File: config.mk
export PLATFORM = sky130hd
export DESIGN_NAME = multicycle_ctrl
export DESIGN_NICKNAME = d
export VERILOG_FILES = /design/src/rtl/multicycle_ctrl_pkg.sv /design/src/rtl/multicycle_ctrl_wait_timer.sv /design/src/rtl/multicycle_ctrl.sv
export SDC_FILE = /design/constraint.sdc
export NUM_CORES = 1
export LEC_CHECK = 0
export ABC_AREA = 0
export CAP_MARGIN = 20
export CORE_MARGIN = 8
export CORE_UTILIZATION = 45
export DETAILED_ROUTE_END_ITERATION = 10
export GPL_ROUTABILITY_DRIVEN = 0
export PLACE_DENSITY = 0.75
export SLEW_MARGIN = 20
export SYNTH_ARGS = -nofsm -noshare
export SYNTH_HDL_FRONTEND = slang
export SYNTH_SLANG_ARGS = --single-unit
export TNS_END_PERCENT = 1
File: constraint.sdc
create_clock -name clk -period 5.39 [get_ports clk]
set_input_delay 1.078 -clock clk [delete_from_list [all_inputs] [get_ports clk]]
set_output_delay 1.078 -clock clk [all_outputs]
set_load 0.01 [all_outputs]
File: src/rtl/multicycle_ctrl_pkg.sv
// Shared constants for the RV32I multi-cycle control path.
// Contents:
//   - opcode field values for every instruction class the core executes
//   - 3-bit FSM state encodings
//   - pc_sel, wb_sel and trap_cause codes
//   - small per-opcode decode helpers used by the control FSM
package multicycle_ctrl_pkg;

    // Opcode field values (instr[6:0])
    localparam logic [6:0] OP_LOAD   = 7'b0000011;
    localparam logic [6:0] OP_STORE  = 7'b0100011;
    localparam logic [6:0] OP_BRANCH = 7'b1100011;
    localparam logic [6:0] OP_JAL    = 7'b1101111;
    localparam logic [6:0] OP_JALR   = 7'b1100111;
    localparam logic [6:0] OP_OP     = 7'b0110011;
    localparam logic [6:0] OP_OP_IMM = 7'b0010011;
    localparam logic [6:0] OP_LUI    = 7'b0110111;
    localparam logic [6:0] OP_AUIPC  = 7'b0010111;

    // FSM state encodings
    localparam logic [2:0] ST_FETCH   = 3'd0;
    localparam logic [2:0] ST_DECODE  = 3'd1;
    localparam logic [2:0] ST_EXECUTE = 3'd2;
    localparam logic [2:0] ST_MEM     = 3'd3;
    localparam logic [2:0] ST_WB      = 3'd4;
    localparam logic [2:0] ST_TRAP    = 3'd5;

    // Next-PC source
    localparam logic [1:0] PC_SEL_PLUS4 = 2'b00;
    localparam logic [1:0] PC_SEL_IMM   = 2'b01;
    localparam logic [1:0] PC_SEL_ALU   = 2'b10;

    // Register write-back source
    localparam logic [1:0] WB_SEL_ALU   = 2'b00;
    localparam logic [1:0] WB_SEL_LOAD  = 2'b01;
    localparam logic [1:0] WB_SEL_PC4   = 2'b10;
    localparam logic [1:0] WB_SEL_IMM   = 2'b11;

    // Trap cause codes
    localparam logic [1:0] CAUSE_NONE    = 2'b00;
    localparam logic [1:0] CAUSE_ILLEGAL = 2'b01;
    localparam logic [1:0] CAUSE_TIMEOUT = 2'b10;

    // Width of the bus wait timer
    localparam int TIMER_W = 8;

    // ALU operand selects: a_pc picks pc over rs1, b_imm picks imm over rs2
    typedef struct packed {
        logic a_pc;
        logic b_imm;
    } alu_sel_t;

    function automatic logic is_legal_opcode(input logic [6:0] op);
        case (op)
            OP_LOAD, OP_STORE, OP_BRANCH, OP_JAL, OP_JALR,
            OP_OP, OP_OP_IMM, OP_LUI, OP_AUIPC: is_legal_opcode = 1'b1;
            default:                           is_legal_opcode = 1'b0;
        endcase
    endfunction

    // pc is operand A whenever the ALU forms a pc-relative target;
    // rs2 is operand B only for register-register ALU ops.
    function automatic alu_sel_t alu_sel_for(input logic [6:0] op);
        alu_sel_t s;
        s.a_pc  = (op == OP_AUIPC) || (op == OP_JAL) || (op == OP_BRANCH);
        s.b_imm = (op != OP_OP);
        return s;
    endfunction

    function automatic logic [1:0] wb_sel_for(input logic [6:0] op);
        case (op)
            OP_LOAD:         wb_sel_for = WB_SEL_LOAD;
            OP_JAL, OP_JALR: wb_sel_for = WB_SEL_PC4;
            OP_LUI:          wb_sel_for = WB_SEL_IMM;
            default:         wb_sel_for = WB_SEL_ALU;
        endcase
    endfunction

    function automatic logic [1:0] wb_pc_sel_for(input logic [6:0] op);
        case (op)
            OP_JAL:  wb_pc_sel_for = PC_SEL_IMM;
            OP_JALR: wb_pc_sel_for = PC_SEL_ALU;
            default: wb_pc_sel_for = PC_SEL_PLUS4;
        endcase
    endfunction

endpackage

File: src/rtl/multicycle_ctrl_wait_timer.sv
// Bus wait timer for the multi-cycle control FSM.
// Counts cycles spent waiting for a memory acknowledge and flags the cycle
// in which the wait reaches TIMEOUT cycles.
// Ports:
//   clk      in   clock
//   rst_n    in   synchronous active-low reset
//   clr      in   clear the count (state change)
//   en       in   this cycle is a wait cycle (request pending, no ack)
//   expired  out  this wait cycle is the TIMEOUT-th one
module multicycle_ctrl_wait_timer
    import multicycle_ctrl_pkg::*;
#(
    parameter int TIMEOUT = 255
) (
    input  logic clk,
    input  logic rst_n,
    input  logic clr,
    input  logic en,
    output logic expired
);

    // The count holds the number of wait cycles already completed, so the
    // TIMEOUT-th wait cycle is the one that sees TIMEOUT-1.
    localparam logic [TIMER_W-1:0] LIMIT = TIMER_W'(TIMEOUT - 1);
    localparam logic [TIMER_W-1:0] SAT   = '1;

    logic [TIMER_W-1:0] count_q;

    always_ff @(posedge clk) begin
        if (!rst_n || clr) begin
            count_q <= '0;
        end else if (en && (count_q != SAT)) begin
            count_q <= count_q + 1'b1;
        end
    end

    assign expired = en && (count_q >= LIMIT);

endmodule

File: src/rtl/multicycle_ctrl.sv
// Multi-cycle control FSM for the RV32I core.
// Sequences FETCH -> DECODE -> EXECUTE -> (MEM) -> (WB) around the external
// combinational decoder, handshakes with instruction/data memory, drives the
// datapath strobes and muxes, traps illegal opcodes and bus timeouts, and
// counts retired instructions.
// Ports:
//   clk, rst_n                  clock, synchronous active-low reset
//   opcode                      instr[6:0] from the instruction register
//   branch_taken                branch compare result (used in EXECUTE)
//   imem_req / imem_ack         instruction fetch handshake
//   dmem_req / dmem_we / dmem_ack  data access handshake
//   ir_we                       latch instruction register (Mealy on imem_ack)
//   pc_we, pc_sel               PC update strobe and next-PC source
//   alu_a_sel, alu_b_sel        ALU operand selects
//   reg_we, wb_sel              register write strobe and source
//   trap, trap_cause            sticky halt flag and reason
//   instret                     retired instruction count (wraps)
module multicycle_ctrl
    import multicycle_ctrl_pkg::*;
#(
    parameter int TIMEOUT = 255
) (
    input  logic        clk,
    input  logic        rst_n,
    input  logic [6:0]  opcode,
    input  logic        branch_taken,
    output logic        imem_req,
    input  logic        imem_ack,
    output logic        dmem_req,
    output logic        dmem_we,
    input  logic        dmem_ack,
    output logic        ir_we,
    output logic        pc_we,
    output logic [1:0]  pc_sel,
    output logic        alu_a_sel,
    output logic        alu_b_sel,
    output logic        reg_we,
    output logic [1:0]  wb_sel,
    output logic        trap,
    output logic [1:0]  trap_cause,
    output logic [31:0] instret
);

    logic [2:0]  state_q, state_d;
    logic [6:0]  opc_q;
    logic [1:0]  cause_q, cause_d;
    logic [31:0] instret_q;
    logic        timer_en, timer_clr, timer_expired;
    alu_sel_t    alu_sel;

    // Waiting means a request is outstanding and its ack has not arrived.
    assign timer_en  = ((state_q == ST_FETCH) && !imem_ack) ||
                       ((state_q == ST_MEM)   && !dmem_ack);
    assign timer_clr = (state_d != state_q);

    multicycle_ctrl_wait_timer #(
        .TIMEOUT (TIMEOUT)
    ) u_wait_timer (
        .clk     (clk),
        .rst_n   (rst_n),
        .clr     (timer_clr),
        .en      (timer_en),
        .expired (timer_expired)
    );

    always_comb begin
        state_d = state_q;
        cause_d = cause_q;
        case (state_q)
            ST_FETCH: begin
                // An ack in the expiry cycle still completes the fetch.
                if (imem_ack) begin
                    state_d = ST_DECODE;
                end else if (timer_expired) begin
                    state_d = ST_TRAP;
                    cause_d = CAUSE_TIMEOUT;
                end
            end
            ST_DECODE: begin
                if (is_legal_opcode(opcode)) begin
                    state_d = ST_EXECUTE;
                end else begin
                    state_d = ST_TRAP;
                    cause_d = CAUSE_ILLEGAL;
                end
            end
            ST_EXECUTE: begin
                if (opc_q == OP_BRANCH) begin
                    state_d = ST_FETCH;
                end else if ((opc_q == OP_LOAD) || (opc_q == OP_STORE)) begin
                    state_d = ST_MEM;
                end else begin
                    state_d = ST_WB;
                end
            end
            ST_MEM: begin
                if (dmem_ack) begin
                    state_d = (opc_q == OP_STORE) ? ST_FETCH : ST_WB;
                end else if (timer_expired) begin
                    state_d = ST_TRAP;
                    cause_d = CAUSE_TIMEOUT;
                end
            end
            ST_WB:   state_d = ST_FETCH;
            ST_TRAP: state_d = ST_TRAP;
            // Unused encodings fall back to a fresh fetch.
            default: state_d = ST_FETCH;
        endcase
    end

    always_ff @(posedge clk) begin
        if (!rst_n) begin
            state_q <= ST_FETCH;
            cause_q <= CAUSE_NONE;
            opc_q   <= '0;
        end else begin
            state_q <= state_d;
            cause_q <= cause_d;
            // Snapshot the opcode once the IR is stable so later states do
            // not depend on the decoder path staying quiet.
            if (state_q == ST_DECODE) begin
                opc_q <= opcode;
            end
        end
    end

    assign alu_sel = alu_sel_for(opc_q);

    always_comb begin
        imem_req  = 1'b0;
        ir_we     = 1'b0;
        dmem_req  = 1'b0;
        dmem_we   = 1'b0;
        pc_we     = 1'b0;
        pc_sel    = PC_SEL_PLUS4;
        alu_a_sel = 1'b0;
        alu_b_sel = 1'b0;
        reg_we    = 1'b0;
        wb_sel    = WB_SEL_ALU;
        case (state_q)
            ST_FETCH: begin
                imem_req = 1'b1;
                ir_we    = imem_ack;
            end
            ST_EXECUTE: begin
                alu_a_sel = alu_sel.a_pc;
                alu_b_sel = alu_sel.b_imm;
                if (opc_q == OP_BRANCH) begin
                    pc_we  = 1'b1;
                    pc_sel = branch_taken ? PC_SEL_IMM : PC_SEL_PLUS4;
                end
            end
            ST_MEM: begin
                // Operand selects stay put so the address seen by memory
                // does not move while the access is pending.
                alu_a_sel = alu_sel.a_pc;
                alu_b_sel = alu_sel.b_imm;
                dmem_req  = 1'b1;
                dmem_we   = (opc_q == OP_STORE);
                if ((opc_q == OP_STORE) && dmem_ack) begin
                    pc_we = 1'b1;
                end
            end
            ST_WB: begin
                // JALR takes its target from the ALU here, so keep the
                // operand selects valid through write-back.
                alu_a_sel = alu_sel.a_pc;
                alu_b_sel = alu_sel.b_imm;
                reg_we    = 1'b1;
                pc_we     = 1'b1;
                wb_sel    = wb_sel_for(opc_q);
                pc_sel    = wb_pc_sel_for(opc_q);
            end
            default: begin
            end
        endcase
    end

    assign trap       = (state_q == ST_TRAP);
    assign trap_cause = cause_q;

    // One instruction retires on every PC update.
    always_ff @(posedge clk) begin
        if (!rst_n) begin
            instret_q <= '0;
        end else if (pc_we) begin
            instret_q <= instret_q + 32'd1;
        end
    end

    assign instret = instret_q;

endmodule
==> flow_summary.json <==
{
  "cts_sinks": 52,
  "cts_resized": 0,
  "drt-pass1-iter-count": 4,
  "nets": 409,
  "synth_top_area_share_pct": 36.8,
  "antenna_found_initial": 0,
  "crit_arrival_ps": 3020,
  "finalMaxSlewViolations": 0,
  "ctsHtreeMaxLevel": 2,
  "utilization_pct": 57.2,
  "initial_core_util_pct": 45.6,
  "wire_per_inst_um": 15.3,
  "ioPinCount": 59,
  "final_period_minus_worst_setup_slack_ps": 4100,
  "n_antenna_cell": 0,
  "skew_ps": 10.8,
  "core_um2": 6200,
  "yosysTopAreaCell": "dfxtp_1",
  "vias": 2727,
  "path_buf_inv": 4,
  "switching_share_pct": 26.8,
  "p_int_w": 0.000541,
  "yosys_warnings": 0,
  "powerDensity_nw_per_um2": 208,
  "clkPwrFrac_pct": 32.0,
  "max_stage_delay_ps": 540,
  "dp_cells": 464,
  "synth_cells": 343,
  "critPathMostFrequentCell": "clkdlybuf4s50_1",
  "period_share_pct": 76.1,
  "grt_setup_unrepaired": "false",
  "die_h_um": 95.3,
  "drtIter0Drc": 136,
  "syn-num-nets": 358,
  "path_class": "in2out",
  "finalPower_w": 0.000738,
  "clk_pin_slew_ps": 100,
  "row_count": 29,
  "p_comb_share_pct": 12.5,
  "crit_family": "buffers and inverters",
  "grt_max_degree": 35,
  "setup_viol": 0,
  "wl_um": 7220,
  "critPathMaxFanout": 11,
  "leakagePower_nw": 1.20,
  "syn-cell-area_um2": 2830,
  "slew_headroom_pct": 39.4,
  "cts_tree": "built",
  "hold_viol": 0,
  "seqPwrFrac_pct": 55.6,
  "synthArstFlopShare_pct": 0,
  "grt_pass1_wl_um": 11800,
  "syn2layout_area_growth_pct": 25.5,
  "grt_pass1_vias": 2501,
  "ys_ff_latch": 52,
  "min_path_type": "reg2reg",
  "final_cells": 472,
  "synth_area_leaders": "dfxtp_1 (37%), nor2_1 (4.9%), mux2i_1 (4.6%)",
  "endpoint_kind": "primary output",
  "path_cells": "clkdlybuf4s50_1, nand3b_1, a211oi_1, buf_4, o21ai_0, inv_1, clkdlybuf4s50_1",
  "drcViolationCount": 0,
  "status": "finished clean",
  "dieWidth_um": 95.3,
  "required_ps": 4310,
  "max_freq_mhz": 244,
  "dp_hpwl_um": 5210,
  "grt_usage_pct": 16.0,
  "synth_common_cells": "dfxtp_1 (52), nor2_1 (37), nand2_1 (26)",
  "final_cell_area_um2": 3550,
  "syn_avg_cell_area_um2": 8.24,
  "synth_ff_type": "dfxtp_1",
  "clock-root-buffer": "clkbuf_8",
  "vias_per_cell": 5.78,
  "grt_overflow": 0,
  "maxCapViolations": 0,
  "portBuffers": 58,
  "tightestPinTransition_ps": 909,
  "fin_tns_setup_ps": 0,
  "synth_edf_count": 0,
  "setup.worst_path.start_class": "input pin",
  "ant_nets": 0,
  "drive_gt1_share_pct": 5.57,
  "cts_buffers": 5,
  "p_switching_w": 0.000198,
  "synth_cell_types": 53,
  "peakVddDrop_mv": 0.127,
  "design.die.area_um2": 9080,
  "ys_seq_area_share_pct": 36.8,
  "yosysMostFrequentCell": "dfxtp_1",
  "slowest_stage": "clkdlybuf4s50_1",
  "cts_hold_repair.buffers": 0,
  "cts_setup_buffers": 0,
  "clk_path_buf_depth": 2,
  "clk_latency_ps": 310,
  "placed_area_um2": 3460
}
==> stage by stage <==
stage | hold slack [ps] | setup WS (ps)
6_report | 489 | 1290
5_1_grt | 516 | 1170
4_1_cts | 494 | 1280
3_5_place_dp | 478 | 1300
3_3_place_gp | 465 | 1310
2_1_floorplan | 482 | 2370
==> logic make-up after synthesis <==
family / synth area share [%]
multiplexers: 5.00
flip-flops: 36.8
XOR/XNOR: 4.65
adder cells (fa/ha/maj): 1.33
AO/OA/AOI/OAI: 17.6
AND/OR/NAND/NOR: 30.6
buffers and inverters: 3.98
==> power groups by stage <==
stage                     clock [W]  sequential [W]  combinational, W
after detailed placement          0        0.000418         0.0000913
after CTS                  0.000242        0.000409         0.0000919
after global placement            0        0.000418         0.0000902
after global routing       0.000258        0.000412          0.000102
after floorplan                   0        0.000407         0.0000685
final                      0.000236        0.000410         0.0000919
==> worst reg2reg max path: cells and delay by family (launching register included) <==
kind | cells | cell delay [ps]
AND/OR/NAND/NOR | 2 | 820
AO/OA/AOI/OAI | 3 | 930
buffers and inverters | 1 | 240
flip-flops | 1 | 520
==> final timing paths <==
path | endpoint | start | slack [ps] | cells after the start
max | pc_we | dmem_ack | 1290 | 7
min | instret[31]$_SDFFE_PN0P_ | instret[31]$_SDFFE_PN0P_ | 490 | 2
max reg2reg | instret[27]$_SDFFE_PN0P_ | state_q[2]$_SDFF_PN0_ | 2840 | 6
min reg2reg | instret[31]$_SDFFE_PN0P_ | instret[31]$_SDFFE_PN0P_ | 490 | 2
==> area by class of cell <==
cell class | instances | area [µm²]
tap | 77 | 96.3
inverter | 11 | 41.3
sequential | 52 | 1040
multi-input combinational | 263 | 1670
timing repair buffer | 61 | 603
clock inverter | 1 | 7.51
clock buffer | 7 | 86.3
fill | 578 | 2660
==> layer usage <==
layer	up-vias	global-route usage, %	wire [µm]
li1	1355	-	-
met1	1318	19.7	3320
met2	48	26.8	3470
met3	6	4.09	368
met4	0	4.55	65
met5	-	0	0
==> cells in the final DEF, fill, tap and decap left out, types with 4 or more instances in the layout <==
master	Yosys	routed
and2_1	5	5
dfxtp_1	52	52
clkbuf_8	0	6
o21ai_0	20	20
a31oi_1	4	4
nand4_1	8	8
and3_1	6	6
o31ai_1	5	5
nor3_1	5	5
a21oi_1	25	25
nand2b_1	6	6
mux2i_1	13	13
inv_1	11	11
nand2_1	26	26
xor2_1	12	12
and4_1	7	7
o211ai_1	7	7
clkdlybuf4s50_1	0	58
nand3_1	12	12
nor2_1	37	37
or4_1	6	6
or3_1	12	12
==> flip-flops by register name, indices dropped and copies added, names as in the netlist <==
| register | flops |
|---|---|
| trap_cause | 2 |
| state_q | 3 |
| opc_q | 7 |
| u_wait_timer.count_q | 8 |
| instret | 32 |
Power figures use the tool's default switching activity.
